==> src/rtl/byte_add_pkg.sv <==
`default_nettype none
// ============================================================================
// byte_add_pkg : shared constants, state type and sizing helper
// Rev 1.0
// ============================================================================
package byte_add_pkg;

    localparam int BYTE_W = 8;

    typedef enum logic [1:0] {
        IDLE = 2'd0,
        ADD  = 2'd1,
        DONE = 2'd2
    } state_e;

    // Byte-index width; a single-byte operand still needs a 1-bit index.
    function automatic int idx_width(input int nbytes);
        return ($clog2(nbytes) < 1) ? 1 : $clog2(nbytes);
    endfunction

endpackage
`default_nettype wire

==> src/rtl/add8_cin.sv <==
`default_nettype none
// ============================================================================
// add8_cin : combinational 8-bit adder with carry in, {cout,sum} = a+b+cin
// Rev 1.0
// ============================================================================
module add8_cin
    import byte_add_pkg::*;
(
    input  logic [BYTE_W-1:0] a,
    input  logic [BYTE_W-1:0] b,
    input  logic              cin,
    output logic [BYTE_W-1:0] sum,
    output logic              cout
);

    assign {cout, sum} = {1'b0, a} + {1'b0, b} + {{BYTE_W{1'b0}}, cin};

endmodule
`default_nettype wire

==> src/rtl/byte_serial_adder.sv <==
`default_nettype none
// ============================================================================
// byte_serial_adder : wide adder streamed LSB byte first through one add8_cin
// Rev 1.0
// ============================================================================
module byte_serial_adder
    import byte_add_pkg::*;
#(
    parameter int NBYTES = 4
) (
    input  logic                     clk,
    input  logic                     rst_n,
    input  logic                     in_valid,
    output logic                     in_ready,
    input  logic [8*NBYTES-1:0]      a,
    input  logic [8*NBYTES-1:0]      b,
    input  logic                     cin,
    output logic                     out_valid,
    input  logic                     out_ready,
    output logic [8*NBYTES-1:0]      sum,
    output logic                     cout,
    output logic                     busy
);

    localparam int                W        = BYTE_W * NBYTES;
    localparam int                IDX_W    = idx_width(NBYTES);
    localparam logic [IDX_W-1:0]  LAST_IDX = IDX_W'(NBYTES - 1);

    state_e            state_q, state_d;
    logic [IDX_W-1:0]  idx_q,   idx_d;
    logic              carry_q, carry_d;
    logic [W-1:0]      a_q,     a_d;
    logic [W-1:0]      b_q,     b_d;
    logic [W-1:0]      sum_q,   sum_d;
    logic              cout_q,  cout_d;

    logic [BYTE_W-1:0] byte_sum;
    logic              byte_cout;

    // Operands shift down one byte per ADD cycle, so the adder always sees byte 0.
    add8_cin u_add8_cin (
        .a    (a_q[BYTE_W-1:0]),
        .b    (b_q[BYTE_W-1:0]),
        .cin  (carry_q),
        .sum  (byte_sum),
        .cout (byte_cout)
    );

    always_comb begin
        state_d = state_q;
        idx_d   = idx_q;
        carry_d = carry_q;
        a_d     = a_q;
        b_d     = b_q;
        sum_d   = sum_q;
        cout_d  = cout_q;

        case (state_q)
            IDLE: begin
                if (in_valid) begin
                    a_d     = a;
                    b_d     = b;
                    carry_d = cin;
                    idx_d   = '0;
                    state_d = ADD;
                end
            end
            ADD: begin
                sum_d[idx_q*BYTE_W +: BYTE_W] = byte_sum;
                carry_d = byte_cout;
                a_d     = a_q >> BYTE_W;
                b_d     = b_q >> BYTE_W;
                if (idx_q == LAST_IDX) begin
                    cout_d  = byte_cout;
                    idx_d   = '0;
                    state_d = DONE;
                end else begin
                    idx_d = idx_q + 1'b1;
                end
            end
            DONE: begin
                if (out_ready) begin
                    state_d = IDLE;
                end
            end
            default: begin
                state_d = IDLE;
            end
        endcase
    end

    always_ff @(posedge clk or negedge rst_n) begin
        if (!rst_n) begin
            state_q <= IDLE;
            idx_q   <= '0;
            carry_q <= 1'b0;
            a_q     <= '0;
            b_q     <= '0;
            sum_q   <= '0;
            cout_q  <= 1'b0;
        end else begin
            state_q <= state_d;
            idx_q   <= idx_d;
            carry_q <= carry_d;
            a_q     <= a_d;
            b_q     <= b_d;
            sum_q   <= sum_d;
            cout_q  <= cout_d;
        end
    end

    // in_ready is held low while reset is asserted.
    assign in_ready  = (state_q == IDLE) && rst_n;
    assign out_valid = (state_q == DONE);
    assign busy      = (state_q == ADD) || (state_q == DONE);
    assign sum       = sum_q;
    assign cout      = cout_q;

endmodule
`default_nettype wire

==> config.mk <==
export PLATFORM = sky130hd
export DESIGN_NAME = byte_serial_adder
export DESIGN_NICKNAME = d
export VERILOG_FILES = /design/src/rtl/byte_add_pkg.sv /design/src/rtl/add8_cin.sv /design/src/rtl/byte_serial_adder.sv
export SDC_FILE = /design/constraint.sdc
export NUM_CORES = 1
export LEC_CHECK = 0
export BUFFER_PORTS_ARGS = -buffer_cell sky130_fd_sc_hd__clkbuf_2
export CELL_PAD_IN_SITES_DETAIL_PLACEMENT = 1
export CELL_PAD_IN_SITES_GLOBAL_PLACEMENT = 1
export CORE_ASPECT_RATIO = 1.2
export CORE_UTILIZATION = 35
export DETAILED_ROUTE_END_ITERATION = 8
export GPL_TIMING_DRIVEN = 0
export PLACE_DENSITY_LB_ADDON = 0.12
export SETUP_SLACK_MARGIN = 0.2
export SLEW_MARGIN = 20
export SYNTH_ARGS = -nofsm -noshare
export SYNTH_HDL_FRONTEND = slang
export SYNTH_SLANG_ARGS = --single-unit
==> constraint.sdc <==
create_clock -name clk -period 2.6 [get_ports clk]
set_input_delay 0 -clock clk [delete_from_list [all_inputs] [get_ports clk]]
set_output_delay 0 -clock clk [all_outputs]
set_load 0.01 [all_outputs]
## Word level (Yosys, flattened, before mapping)

Index checks and enable logic that the tools add are counted.

| storage, ports and cells | value |
|---|---|
| bits of input ports | 69 |
| RAM bits | 0 |
| memories | 0 |
| flip-flop bits (word level) | 102 |
| latch bits | 0 |
| memory bits (read-only) | 0 |

| cells by class | value |
|---|---|
| div/mod/pow operators | 0 |
| multiply operators | 0 |
| bitwise operators | 0 |
| mux-type cells | 14 |
| add/subtract/negate cells | 4 |
| shift operators | 2 |
| reduce and logical (&&, ||, !) cells | 7 |
| order comparisons | 0 |
| eq/ne operators | 6 |

Operators with widths:

| operator | number |
|---|---|
| $pmux W32 S2 | 2 |
| $mux W32 | 2 |
| $neg A5 Y34 | 1 |
| $shift A8 B34 Y32 const A | 1 |
| $shiftx A8 B34 Y32 | 1 |
| $bwmux W32 | 1 |
| $mux W2 | 5 |
| $add A8 B8 Y9 | 1 |
| $add A9 B1 Y9 | 1 |
| $pmux W2 S3 | 1 |
| $eq A2 B2 Y1 const B | 2 |
| $ne A2 B2 Y1 const B | 2 |
| $pmux W2 S2 | 1 |
| $reduce_and A2 Y1 | 2 |
| $reduce_and A3 Y1 | 1 |
| $add A2 B1 Y2 const B | 1 |
| $eq A2 B1 Y1 const B | 1 |
| $logic_not A2 Y1 | 1 |
| $ne A2 B1 Y1 const B | 1 |
| $pmux W1 S2 | 1 |
| $reduce_bool A2 Y1 | 1 |
| $logic_and A1 B1 Y1 | 1 |
| $logic_or A1 B1 Y1 | 1 |
| $mux W1 | 1 |

## Logic depth before layout (Yosys ltp)

Gate-level depths: netlist of run 1.

| depth | value |
|---|---|
| word-level depth | 4 |
| mapped depth | 8 |

## Modules after synthesis

From an unflattened synthesis of run 1, not the netlist that was laid out.

| second synthesis, totals | value |
|---|---|
| cell total of the unflattened synthesis | 430 |
| area total of the unflattened synthesis | 4,745.8 um^2 |

By module, submodules not included:

| module | area an instance (um^2) | sequential area each (um^2) | instances | cells each |
|---|---|---|---|---|
| byte_serial_adder | 4,414.2 | 2,552.4 | 1 | 390 |
| add8_cin | 331.6 | 0.0 | 1 | 40 |

## Worst setup path before layout of run 1

Ideal clock, no wire load.

| timing path | value |
|---|---|
| kind | reg-to-reg |
| start point | register carry_q |
| end point | register sum_q[14], in the netlist sum[14] |
| library setup time | 121 ps |
| path slack | 450 ps |
| cell stages (with the launch flop) | 8 |
| arrival time | 2,029 ps |
| clock period less this slack | 2,150 ps |
| path buffers | 0 |
| required time | 2,479 ps |
| path through | dfrtp_1 > fa_1 > fa_1 > a21oi_1 > o21ai_1 > a21oi_1 > xnor2_1 > a22o_2 |

| between the ends | value |
|---|---|
| longest elaborated chain between the ends | 3 |

RTL lines:

| element | line | RTL |
|---|---|---|
| from (decl) | byte_serial_adder.sv:31 | `logic carry_q, carry_d;` |
| from (signal assigned) | byte_serial_adder.sv:104 | `carry_q <= carry_d;` |
| $add A9 B1 Y9 | add8_cin.sv:16 | `assign {cout, sum} = {1'b0, a} + {1'b0, b} + {{BYTE_W{1'b0}}, cin};` |
| $shiftx A8 B34 Y32 | byte_serial_adder.sv:69 | `sum_d[idx_q*BYTE_W +: BYTE_W] = byte_sum;` |
| $bwmux W32 | byte_serial_adder.sv:69 |  |
| to (signal assigned) | byte_serial_adder.sv:107 | `sum_q <= sum_d;` |
| to (decl) | byte_serial_adder.sv:34 | `logic [W-1:0] sum_q, sum_d;` |

Every way passes these cells.
A chain may end at the register's enable or synchronous reset.

## Worst setup path in the final report of run 1

| timing path | value |
|---|---|
| start point | register carry_q |
| end point | register sum_q[30], in the netlist sum[30] |

Same word-level chain as after synthesis.

==> results.sh, run 1 <==
export IMPL_antenna_found_initial=0
export IMPL_ys_seq_elements=102
export IMPL_finalSetupTns_ps=0
export IMPL_worst_endpoint_arrival_ps=2480
export IMPL_cts_htree_levels=3
export IMPL_share_clk_of_total_power_pct=16.8
export IMPL_layout_drive_gt1_share_pct=25.0
export IMPL_clock_tree_buffer_depth=2
export IMPL_timing_critical_path_mode_cell="a21oi_2"
export IMPL_timing_hold_worst_path_depth=3
export IMPL_route_detailed_wl_per_inst_um=17.5
export IMPL_num_fill_cells=1492
export IMPL_clkSinkCount=102
export IMPL_post_synth_top_area_fraction_pct=54.1
export IMPL_p_seq_share_pct=32.1
export IMPL_synthDominantAreaCellType="dfrtp_1"
export IMPL_drt_pre_antenna_iters=4
export IMPL_dieWidth_um=108
export IMPL_sw_frac_of_total_pct=43.9
export IMPL_synth_xor_area_share_pct=0.928
export IMPL_grt_start_max_net_pins=85
export IMPL_gpl_final_weighted_congestion=0.726
export IMPL_grt_remaining_overflow=0
export IMPL_fmax_ghz=0.444
export IMPL_min_from="b[15]"
export IMPL_via_per_inst=5.01
export IMPL_synth_adder_area_share_pct=5.09
export IMPL_timing_worst_setup_path_type="register to register"
export IMPL_track_usage_pct=20.9
export IMPL_muxShareOfSynthArea_pct=10.4
export IMPL_grt_pass1_wl_um=22200
export IMPL_antenna_violating_nets_left=0
export IMPL_via_count_of_the_first_global_routing_pass=4224
export IMPL_die_area_um2=14000
export IMPL_synth_distinct_cells=37
export IMPL_power_report_internal_total_mw=4.77
export IMPL_drc_errors=0
export IMPL_synthToLayoutAreaGrowth_pct=35.0
export IMPL_report_final_hold_viol_count=2
export IMPL_rsz_0062_raised_after_global_routing="false"
export IMPL_ff2ff_path_depth=7
export IMPL_global_route_usage_met3_pct=2.77
export IMPL_failed_checks="negative hold slack"
export IMPL_routed_wirelength_um=13500
export IMPL_crit_start="carry_q$_DFFE_PN0P_"
export IMPL_relSlewSlack_pct=56.3
export IMPL_use_met2_pct=38.9
export IMPL_worst_path_largest_cell_delay_ps=490
export IMPL_timing_final_setup_violations=0
export IMPL_chipHeight_um=129
export IMPL_synth_compound_area_share_pct=16.7
export IMPL_postCtsSetupBuffers=0
export IMPL_io_buffer_count=104
export IMPL_root_buffer="clkbuf_16"
export IMPL_placement_rows=46
export IMPL_core_area_um2=13200
export IMPL_period_needed_ps=2250
export IMPL_run_status="complete, but fails checks"
export IMPL_critical_path_peak_fanout=4
export IMPL_minimum_setup_slack_among_reg_to_reg_paths_ps=350
export IMPL_final_max_slew_viol_count=0
export IMPL_gr_usage_met1_pct=24.8
export IMPL_switching_power_mw=3.73
export IMPL_top_level_ports=105
export IMPL_min_path_type="input pin to register"
export IMPL_fin_worst_hold_slack_ps=-5.96
export IMPL_sequential_cell_area_um2=2550
export IMPL_period_share_pct=86.7
export IMPL_overall_via_count_from_detail_route=3859
export IMPL_synth_cell_area_um2=4720
export IMPL_yosys_area_share_simple_pct=9.92
export IMPL_syn_nets=514
export IMPL_critical_path_required_ps=2820
export IMPL_post_synth_main_area_contributors="dfrtp_1 54%, mux2i_1 10%, o21ai_0 7.1%, nand2_1 6.8%, a22o_1 5.2%"
export IMPL_share_comb_of_total_power_pct=51.1
export IMPL_crit_slowest_cell="fa_1"
export IMPL_maxCapViolCount=0
export IMPL_pwr_cell_area_nw_per_um2=1330
export IMPL_synth_yosys_warnings=0
export IMPL_antennaDiodeCount=0
export IMPL_crit_end="sum[30]$_DFFE_PN0P_"
export IMPL_hpwl_um=9610
export IMPL_layout_nets=686
export IMPL_startpoint_type="register"
export IMPL_ir_drop_mv=0.482
export IMPL_worstReg2RegEnd="sum[30]$_DFFE_PN0P_"
export IMPL_syn_inst=427
export IMPL_synth_yosys_seq_area_share_pct=54.1
export IMPL_critPathCaptureType="register"
export IMPL_synth_avg_cell_area_um2=11.1
export IMPL_drt_iter0_drc=134
export IMPL_finClkSkew_ps=8.79
export IMPL_placement_setup_worst_slack_ps=214
export IMPL_worst_skew_pair_late_latency_ps=340
export IMPL_grt_busiest_layer="met2"
export IMPL_worstMarginPinSlew_ps=656
export IMPL_placed_cells_incl_taps=700
export IMPL_synth_top_family_by_area="compound AO/OA/AOI/OAI gates"
export IMPL_crit_reg2reg_launch="carry_q$_DFFE_PN0P_"
export IMPL_area_taken_by_multi_input_logic_gates_um2=2050
export IMPL_final_instance_count_excl_fill=771
export IMPL_layout_setup_ws_ps=347
export IMPL_path_cells="fa_1 > fa_2 > a21oi_2 > o21ai_1 > a21oi_2 > xnor2_2 > a22o_2"
export IMPL_cts_tree="done"
export IMPL_numCtsBuffers=9
export IMPL_start_util_pct=35.8
export IMPL_cts_clk_slew_worst_paths_ps=70
export IMPL_power_static_leakage_nw=3.13
worst min path at each step:
| stage | slack [ps] | to |
|---|---|---|
| 5_1_grt | 10 | b_q[19]$_DFFE_PN0P_ |
| 4_1_cts | 4 | b_q[15]$_DFFE_PN0P_ |
| 3_3_place_gp | 230 | a_q[25]$_DFFE_PN0P_ |
| 3_5_place_dp | -120 | sum[21]$_DFFE_PN0P_ |
| 2_1_floorplan | -300 | a_q[0]$_DFFE_PN0P_ |
| 6_report | -6 | b_q[15]$_DFFE_PN0P_ |
layout by cell type, fill, tap and decap left out, types with 9 or more instances in the layout:
cell type	count
clkbuf_2	105
o21ai_0	67
ha_1	16
nand2_1	86
dfrtp_1	102
clkbuf_16	9
buf_2	13
dlygate4sd3_1	56
a22o_1	28
mux2i_1	48
cell usage after synthesis:
master / count
dfrtp_1: 102
nand2_1: 86
o21ai_0: 67
mux2i_1: 48
a22o_1: 28
ha_1: 16
buf_2: 13
a21oi_1: 10
inv_1: 7
clkbuf_1: 6
a22o_2: 4
nor2_1: 3
nor4_4: 3
xor2_1: 3
a211oi_1: 2
clkbuf_2: 2
fa_1: 2
nand2_2: 2
nand2b_1: 2
o21a_1: 2
o21bai_1: 2
xnor2_1: 2
a211o_1: 1
a21o_1: 1
a31oi_1: 1
and2_1: 1
and2b_1: 1
buf_4: 1
clkinv_1: 1
mux2_2: 1
nor3b_1: 1
nor4b_4: 1
o21ai_1: 1
o22ai_1: 1
o31a_2: 1
o31ai_1: 1
o31ai_4: 1
through the flow:
| stage | total power, mW | instance area [µm²] | utilization [%] |
|---|---|---|---|
| 6_report | 8.49 | 6370 | 48.3 |
| 3_3_place_gp | 6.84 | 5450 | 41.4 |
| 5_1_grt | 9.17 | 6370 | 48.3 |
| 2_1_floorplan | 5.56 | 4720 | - |
| 3_5_place_dp | 7.04 | 5490 | 41.6 |
| 4_1_cts | 8.59 | 6360 | 48.3 |
routing by layer:
metal	wire, µm	share of wire, %	vias up
met2	7250	54	78
li1	-	-	1841
met1	5700	42	1928
met5	0	0	-
met3	404	3.0	12
met4	166	1.2	0
power by group through the flow:
stage	logic, mW	clock network, mW	registers, mW
finish	4.34	1.42	2.73
global route	4.85	1.50	2.82
CTS	4.40	1.45	2.74
detailed placement	4.28	0	2.76
global placement	4.11	0	2.73
floorplan	2.87	0	2.69
flip-flops by register name (all words and copies together), names as in the netlist:
signal,count
state_q,2
idx_q,2
sum,32
carry_q,1
a_q,32
b_q,32
cout,1
critical path, delay by kind of cell, from the launching register on:
kind                       cells  cell delay [ps]
xor gates and xnor gates       1              130
DFF                            1              400
AOI/OAI and AO/OA              4              730
adders and majority gates      2              880
cells by family (layout without fill, tap and decap cells):
family,Yosys count,after routing
simple gates,100,100
xor+xnor,5,5
mux,49,49
fa+ha+maj,18,18
compound gates,123,123
buf+inv,30,206
flops,102,102
cell type report:
| cell class | count | area share [%] |
|---|---|---|
| Buffer | 22 | 1.65 |
| Sequential cell | 102 | 40.1 |
| Tap cell | 168 | 3.30 |
| Clock buffer | 11 | 3.65 |
| Multi-Input combinational cell | 295 | 32.2 |
| Timing Repair Buffer | 161 | 17.5 |
| Clock inverter | 4 | 1.14 |
| Inverter | 8 | 0.471 |
timing repair:
action / CTS / global route
setup endpoints to repair: 1 / 6
gates resized for setup: 2 / 2
gates cloned: 0 / 0
endpoints found under the hold margin: 157 / 0
hold buffers: 56 / 0
(Power assumes the default switching activity.)
==> inputs of run 2 (changes only) <==
--- a/config.mk
+++ b/config.mk
@@ -5,6 +5,7 @@
 export SDC_FILE = /design/constraint.sdc
 export NUM_CORES = 1
 export LEC_CHECK = 0
+export ABC_AREA = 1
 export BUFFER_PORTS_ARGS = -buffer_cell sky130_fd_sc_hd__clkbuf_2
 export CELL_PAD_IN_SITES_DETAIL_PLACEMENT = 1
 export CELL_PAD_IN_SITES_GLOBAL_PLACEMENT = 1
==> results.sh, run 2 <==
export IMPL_grt_start_max_net_pins=80
export IMPL_post_synth_main_area_contributors="dfrtp_1 53%, nand2_1 17%, a31oi_1 6.2%, nor2_1 4.4%, ha_1 4.2%"
export IMPL_post_synth_top_area_fraction_pct=52.9
export IMPL_critical_path_top_delay_family="adder cells"
export IMPL_pwr_cell_area_nw_per_um2=1290
export IMPL_switching_power_mw=3.82
export IMPL_synth_distinct_cells=30
export IMPL_critical_path_cell_count=8
export IMPL_final_max_slew_viol_count=0
export IMPL_ir_drop_mv=0.422
export IMPL_most_instantiated_library_cell_after_synthesis="nand2_1"
export IMPL_cts_htree_levels=3
export IMPL_placement_rows=46
export IMPL_route_detailed_wl_per_inst_um=16.1
export IMPL_syn_nets=661
export IMPL_gr_usage_met1_pct=25.5
export IMPL_run_status="finished, final reports clean"
export IMPL_crit_start="carry_q$_DFFE_PN0P_"
export IMPL_crit_end="sum[12]$_DFFE_PN0P_"
export IMPL_ys_seq_elements=102
export IMPL_clkSinkCount=102
export IMPL_period_share_pct=83.7
export IMPL_period_needed_ps=2180
export IMPL_crit_reg2reg_launch="carry_q$_DFFE_PN0P_"
export IMPL_rsz_0062_raised_after_global_routing="false"
export IMPL_sw_frac_of_total_pct=45.1
export IMPL_antenna_found_initial=0
export IMPL_synth_yosys_warnings=0
export IMPL_syn_inst=574
export IMPL_cts_tree="done"
export IMPL_overall_via_count_from_detail_route=4579
export IMPL_ff2ff_path_depth=8
export IMPL_yosys_most_used_dff="dfrtp_1"
export IMPL_synth_avg_cell_area_um2=8.40
export IMPL_synth_yosys_seq_area_share_pct=52.9
export IMPL_relSlewSlack_pct=63.3
export IMPL_cts_clk_slew_worst_paths_ps=70
export IMPL_finalSetupTns_ps=0
export IMPL_synthDominantAreaCellType="dfrtp_1"
export IMPL_crit_slowest_cell="fa_1"
export IMPL_drt_pre_antenna_iters=4
export IMPL_layout_nets=842
export IMPL_layout_drive_gt1_share_pct=17.9
export IMPL_synthToLayoutAreaGrowth_pct=36.2
export IMPL_post_synth_most_frequent_cells="219 x nand2_1, 102 x dfrtp_1, 56 x nor2_1, 48 x a31oi_1, 31 x o21ai_0"
export IMPL_synth_cell_area_um2=4820
export IMPL_routed_wirelength_um=14900
export IMPL_drc_errors=0
export IMPL_worst_path_largest_cell_delay_ps=470
export IMPL_postCtsSetupBuffers=0
export IMPL_share_comb_of_total_power_pct=50.2
export IMPL_critical_path_required_ps=2890
export IMPL_asyncSetResetFlopFracSynth_pct=100
export IMPL_path_cells="fa_1 > fa_1 > nand2_1 > nand2_1 > and2_1 > xor2_2 > nand4_1 > nand2_1"
export IMPL_worst_skew_pair_late_latency_ps=350
export IMPL_report_final_hold_viol_count=0
export IMPL_clock_tree_buffer_depth=2
export IMPL_chipHeight_um=131
export IMPL_critical_path_peak_fanout=4
export IMPL_numCtsBuffers=9
export IMPL_drt_iter0_drc=162
export IMPL_core_area_um2=13400
export IMPL_timing_worst_setup_path_type="register to register"
export IMPL_power_static_leakage_nw=3.29
export IMPL_via_count_of_the_first_global_routing_pass=4875
export IMPL_hpwl_um=10600
export IMPL_gpl_final_weighted_congestion=0.755
export IMPL_grt_remaining_overflow=0
export IMPL_io_buffer_count=104
export IMPL_top_level_ports=105
export IMPL_layout_setup_ws_ps=423
export IMPL_timing_critical_path_mode_cell="nand2_1"
export IMPL_timing_final_setup_violations=0
export IMPL_power_report_internal_total_mw=4.65
export IMPL_antennaDiodeCount=0
export IMPL_num_fill_cells=1605
export IMPL_minimum_setup_slack_among_reg_to_reg_paths_ps=420
export IMPL_dieWidth_um=109
export IMPL_die_area_um2=14200
export IMPL_root_buffer="clkbuf_16"
export IMPL_global_route_usage_met3_pct=3.17
export IMPL_fmax_ghz=0.459
export IMPL_track_usage_pct=22.4
export IMPL_synth_edff_count=0
export IMPL_min_path_type="input pin to asynchronous set/reset pin"
export IMPL_placement_setup_worst_slack_ps=304
export IMPL_critPathBufInv=0
export IMPL_grt_pass1_wl_um=24200
export IMPL_startpoint_type="register"
export IMPL_maxCapViolCount=0
export IMPL_share_clk_of_total_power_pct=17.5
export IMPL_worstReg2RegEnd="sum[12]$_DFFE_PN0P_"
export IMPL_start_util_pct=36.1
export IMPL_most_common_layout_cells="219 x nand2_1, 103 x clkbuf_2, 102 x dfrtp_1"
export IMPL_grt_busiest_layer="met2"
export IMPL_antenna_violating_nets_left=0
export IMPL_final_common_cell="nand2_1"
export IMPL_worstMarginPinSlew_ps=550
export IMPL_worst_endpoint_arrival_ps=2470
export IMPL_p_seq_share_pct=32.3
export IMPL_finClkSkew_ps=5.96
export IMPL_critPathCaptureType="register"
export IMPL_use_met2_pct=42.0
export IMPL_via_per_inst=4.94
-- run 2: power by group through the flow --
| stage | Combinational [mW] | Clock [mW] | Sequential [mW] |
|---|---|---|---|
| global route | 4.82 | 1.57 | 2.82 |
| global placement | 4.00 | 0 | 2.73 |
| detailed placement | 4.17 | 0 | 2.77 |
| floorplan | 2.83 | 0 | 2.68 |
| CTS | 4.28 | 1.51 | 2.74 |
| finish | 4.26 | 1.48 | 2.73 |
-- run 2: cells by family (layout without fill, tap and decap cells) --
group / count (synthesis) / after routing / share of synthesized area [%]
buffers and inverters: 56 / 241 / 5.11
AO/OA/AOI/OAI: 91 / 91 / 11.4
adder cells (fa/ha/maj): 18 / 18 / 4.98
flip-flops: 102 / 102 / 52.9
AND/OR/NAND/NOR: 304 / 304 / 25.0
XOR/XNOR: 3 / 3 / 0.545
-- run 2: cell type report --
class | instances | area, µm² | share of cell area [%]
well taps | 168 | 210 | 3.20
inverters | 28 | 108 | 1.64
multi-input cells | 416 | 2030 | 30.9
clock buffers | 10 | 239 | 3.64
clock inverters | 5 | 82.6 | 1.26
repair buffers | 170 | 1210 | 18.4
flip-flops and latches | 102 | 2550 | 38.9
plain buffers | 28 | 139 | 2.11
-- run 2: timing repair --
item / 4_1_cts / 5_1_grt
resized for setup: 0 / 1
hold buffers: 65 / 0
hold endpoints to repair: 166 / 0
setup endpoints to repair: 0 / 2
-- run 2: metal layers --
layer  part of all wire, %  routed length, µm
met1                    40               6000
met2                    54               8070
met3                   3.0                448
met4                   2.6                390
met5                     0                  0
-- run 2: metrics by stage --
step | hold WS [ps] | instance area, µm² | power [mW] | cells | utilization (%)
floorplan | -296 | 4820 | 5.51 | 574 | -
global placement | 249 | 5550 | 6.74 | 846 | 41.6
detailed placement | -107 | 5590 | 6.94 | 847 | 41.8
CTS | 58.5 | 6560 | 8.53 | 927 | 49.1
global route | 89.3 | 6570 | 9.21 | 927 | 49.2
finish | 79.3 | 6570 | 8.47 | 927 | 49.2
-- run 2: worst min path at each step --
stage / from / to / slack [ps] / cells past startpoint
after CTS: cin / carry_q$_DFFE_PN0P_ / 60 / 4
after global routing: cin / carry_q$_DFFE_PN0P_ / 90 / 4
after global placement: a[26] / a_q[26]$_DFFE_PN0P_ / 250 / 3
after detailed placement: rst_n / sum[29]$_DFFE_PN0P_ / -110 / 1
after floorplan: rst_n / a_q[0]$_DFFE_PN0P_ / -300 / 0
final: rst_n / sum[31]$_DFFE_PN0P_ / 80 / 2
==> inputs of run 3 (changes only) <==
--- a/config.mk
+++ b/config.mk
@@ -5,7 +5,7 @@
 export SDC_FILE = /design/constraint.sdc
 export NUM_CORES = 1
 export LEC_CHECK = 0
-export ABC_AREA = 1
+export ABC_AREA = 0
 export BUFFER_PORTS_ARGS = -buffer_cell sky130_fd_sc_hd__clkbuf_2
 export CELL_PAD_IN_SITES_DETAIL_PLACEMENT = 1
 export CELL_PAD_IN_SITES_GLOBAL_PLACEMENT = 1
==> constraint.sdc (replaced) <==
create_clock -name clk -period 2.2 [get_ports clk]
set_input_delay 0 -clock clk [delete_from_list [all_inputs] [get_ports clk]]
set_output_delay 0 -clock clk [all_outputs]
set_load 0.01 [all_outputs]
==> results.sh, run 3 (synthesis results as in run 1) <==
export IMPL_drt_pre_antenna_iters=4
export IMPL_critical_path_required_ps=2430
export IMPL_power_static_leakage_nw=3.27
export IMPL_grt_pass1_wl_um=21400
export IMPL_overall_via_count_from_detail_route=3940
export IMPL_power_report_internal_total_mw=6.12
export IMPL_dieWidth_um=108
export IMPL_minimum_setup_slack_among_reg_to_reg_paths_ps=-5
export IMPL_startpoint_type="register"
export IMPL_drc_errors=0
export IMPL_placement_rows=46
export IMPL_worstReg2RegEnd="sum[28]$_DFFE_PN0P_"
export IMPL_relSlewSlack_pct=65.2
export IMPL_chipHeight_um=129
export IMPL_numCtsBuffers=9
export IMPL_drt_iter0_drc=99
export IMPL_ff2ff_path_depth=8
export IMPL_fin_worst_hold_slack_ps=1.41
export IMPL_clkSinkCount=102
export IMPL_via_count_of_the_first_global_routing_pass=4055
export IMPL_die_area_um2=14000
export IMPL_timing_worst_setup_path_type="register to register"
export IMPL_layout_setup_ws_ps=-4.61
export IMPL_antenna_violating_nets_left=0
export IMPL_root_buffer="clkbuf_16"
export IMPL_worst_path_largest_cell_delay_ps=440
export IMPL_layout_drive_gt1_share_pct=29.9
export IMPL_run_status="complete, but fails checks"
export IMPL_most_common_layout_cells="107 x clkbuf_2, 99 x dfrtp_1, 86 x nand2_1"
export IMPL_p_seq_share_pct=30.3
export IMPL_timing_critical_path_mode_cell="fa_2"
export IMPL_top_level_ports=105
export IMPL_cts_htree_levels=3
export IMPL_maxCapViolCount=0
export IMPL_antennaDiodeCount=0
export IMPL_layout_nets=705
export IMPL_min_from="b[2]"
export IMPL_antenna_found_initial=0
export IMPL_worstMarginPinSlew_ps=518
export IMPL_sw_frac_of_total_pct=43.2
export IMPL_timing_hold_worst_path_depth=3
export IMPL_worst_hold_path_endpoint="b_q[2]$_DFFE_PN0P_"
export IMPL_crit_slowest_cell="fa_2"
export IMPL_cts_tree="done"
export IMPL_gpl_final_weighted_congestion=0.729
export IMPL_grt_remaining_overflow=0
export IMPL_final_max_slew_viol_count=0
export IMPL_cts_clk_slew_worst_paths_ps=70
export IMPL_critPathCaptureType="register"
export IMPL_worst_skew_pair_late_latency_ps=340
export IMPL_fmax_ghz=0.454
export IMPL_critical_path_peak_fanout=4
export IMPL_routed_wirelength_um=13700
export IMPL_core_area_um2=13200
export IMPL_period_share_pct=100
export IMPL_share_comb_of_total_power_pct=53.6
export IMPL_path_cells="fa_2 > fa_2 > a21oi_4 > buf_4 > buf_6 > o21bai_4 > xor2_4 > a22o_1"
export IMPL_start_util_pct=35.8
export IMPL_pwr_cell_area_nw_per_um2=1600
export IMPL_via_per_inst=4.98
export IMPL_clock_tree_buffer_depth=2
export IMPL_failed_checks="negative setup slack"
export IMPL_share_clk_of_total_power_pct=16.1
export IMPL_rsz_0062_raised_after_global_routing="true"
export IMPL_track_usage_pct=20.3
export IMPL_final_common_cell="clkbuf_2"
export IMPL_finClkSkew_ps=6.65
export IMPL_crit_reg2reg_launch="carry_q$_DFFE_PN0P_"
export IMPL_route_detailed_wl_per_inst_um=17.3
export IMPL_min_path_type="input pin to register"
export IMPL_num_fill_cells=1450
export IMPL_synthToLayoutAreaGrowth_pct=42.3
export IMPL_hpwl_um=9460
export IMPL_io_buffer_count=104
export IMPL_report_final_hold_viol_count=0
export IMPL_placement_setup_worst_slack_ps=-80.2
export IMPL_switching_power_mw=4.64
export IMPL_grt_start_max_net_pins=65
export IMPL_ir_drop_mv=0.631
export IMPL_worst_endpoint_arrival_ps=2430
export IMPL_timing_final_setup_violations=2
export IMPL_period_needed_ps=2200
==> run 3: worst max path at each step <==
stage | startpoint | endpoint | depth (start not counted)
2_1_floorplan | carry_q$_DFFE_PN0P_ | sum[14]$_DFFE_PN0P_ | 7
3_3_place_gp | rst_n | a_q[26]$_DFFE_PN0P_ | 1
3_5_place_dp | carry_q$_DFFE_PN0P_ | sum[30]$_DFFE_PN0P_ | 7
4_1_cts | carry_q$_DFFE_PN0P_ | sum[30]$_DFFE_PN0P_ | 7
5_1_grt | carry_q$_DFFE_PN0P_ | sum[6]$_DFFE_PN0P_ | 7
6_report | carry_q$_DFFE_PN0P_ | sum[28]$_DFFE_PN0P_ | 8
==> run 3: metrics by stage <==
step                      TNS (ps)  total power, mW  util, %  area, µm²  cells
after detailed placement      -327             8.31     41.7       5500    700
after CTS                        0             10.3     49.5       6530    782
after global placement      -30160             8.08     41.4       5460    699
final                        -6.98             10.8     50.9       6720    791
after floorplan                  0             6.60        -       4730    427
after global routing          -330             11.6     50.9       6720    791
==> run 3: area by class of cell <==
cell class	instances	area, µm²	area share (%)
Sequential cell	102	2560	38.1
Multi-Input combinational cell	295	2190	32.6
Timing Repair Buffer	180	1280	19.1
Clock buffer	11	243	3.61
Tap cell	168	210	3.13
Buffer	22	123	1.83
Clock inverter	5	81.3	1.21
Inverter	8	32.5	0.484
==> run 3: power groups by stage <==
stage	combinational [mW]	sequential, mW	clock [mW]
finish	5.77	3.26	1.74
global route	6.38	3.35	1.84
CTS	5.33	3.24	1.77
detailed placement	5.03	3.27	0
global placement	4.84	3.24	0
floorplan	3.42	3.18	0
==> run 3: repair_timing <==
action / in CTS / in global routing
hold endpoints to repair: 163 / 0
gates cloned: 0 / 0
setup endpoints to repair: 90 / 99
buffers inserted: 4 / 9
gates resized for setup: 14 / 26
pin swaps: 3 / 16
hold buffers: 62 / 0
==> run 3: layer usage <==
layer,GRT usage (%),up-vias,share of wire [%]
met3,3.07,17,2.8
met2,36.5,83,53
met4,6.93,0,1.8
met5,0,-,0
li1,-,1884,-
met1,24.7,1956,43
==> run 3: critical path, delay by kind of cell, from the launching register on <==
| family | cells | cell delay [ps] |
|---|---|---|
| adder cells (fa/ha/maj) | 2 | 820 |
| AO/OA/AOI/OAI | 3 | 440 |
| flip-flops | 1 | 420 |
| buffers and inverters | 2 | 230 |
| XOR/XNOR | 1 | 180 |
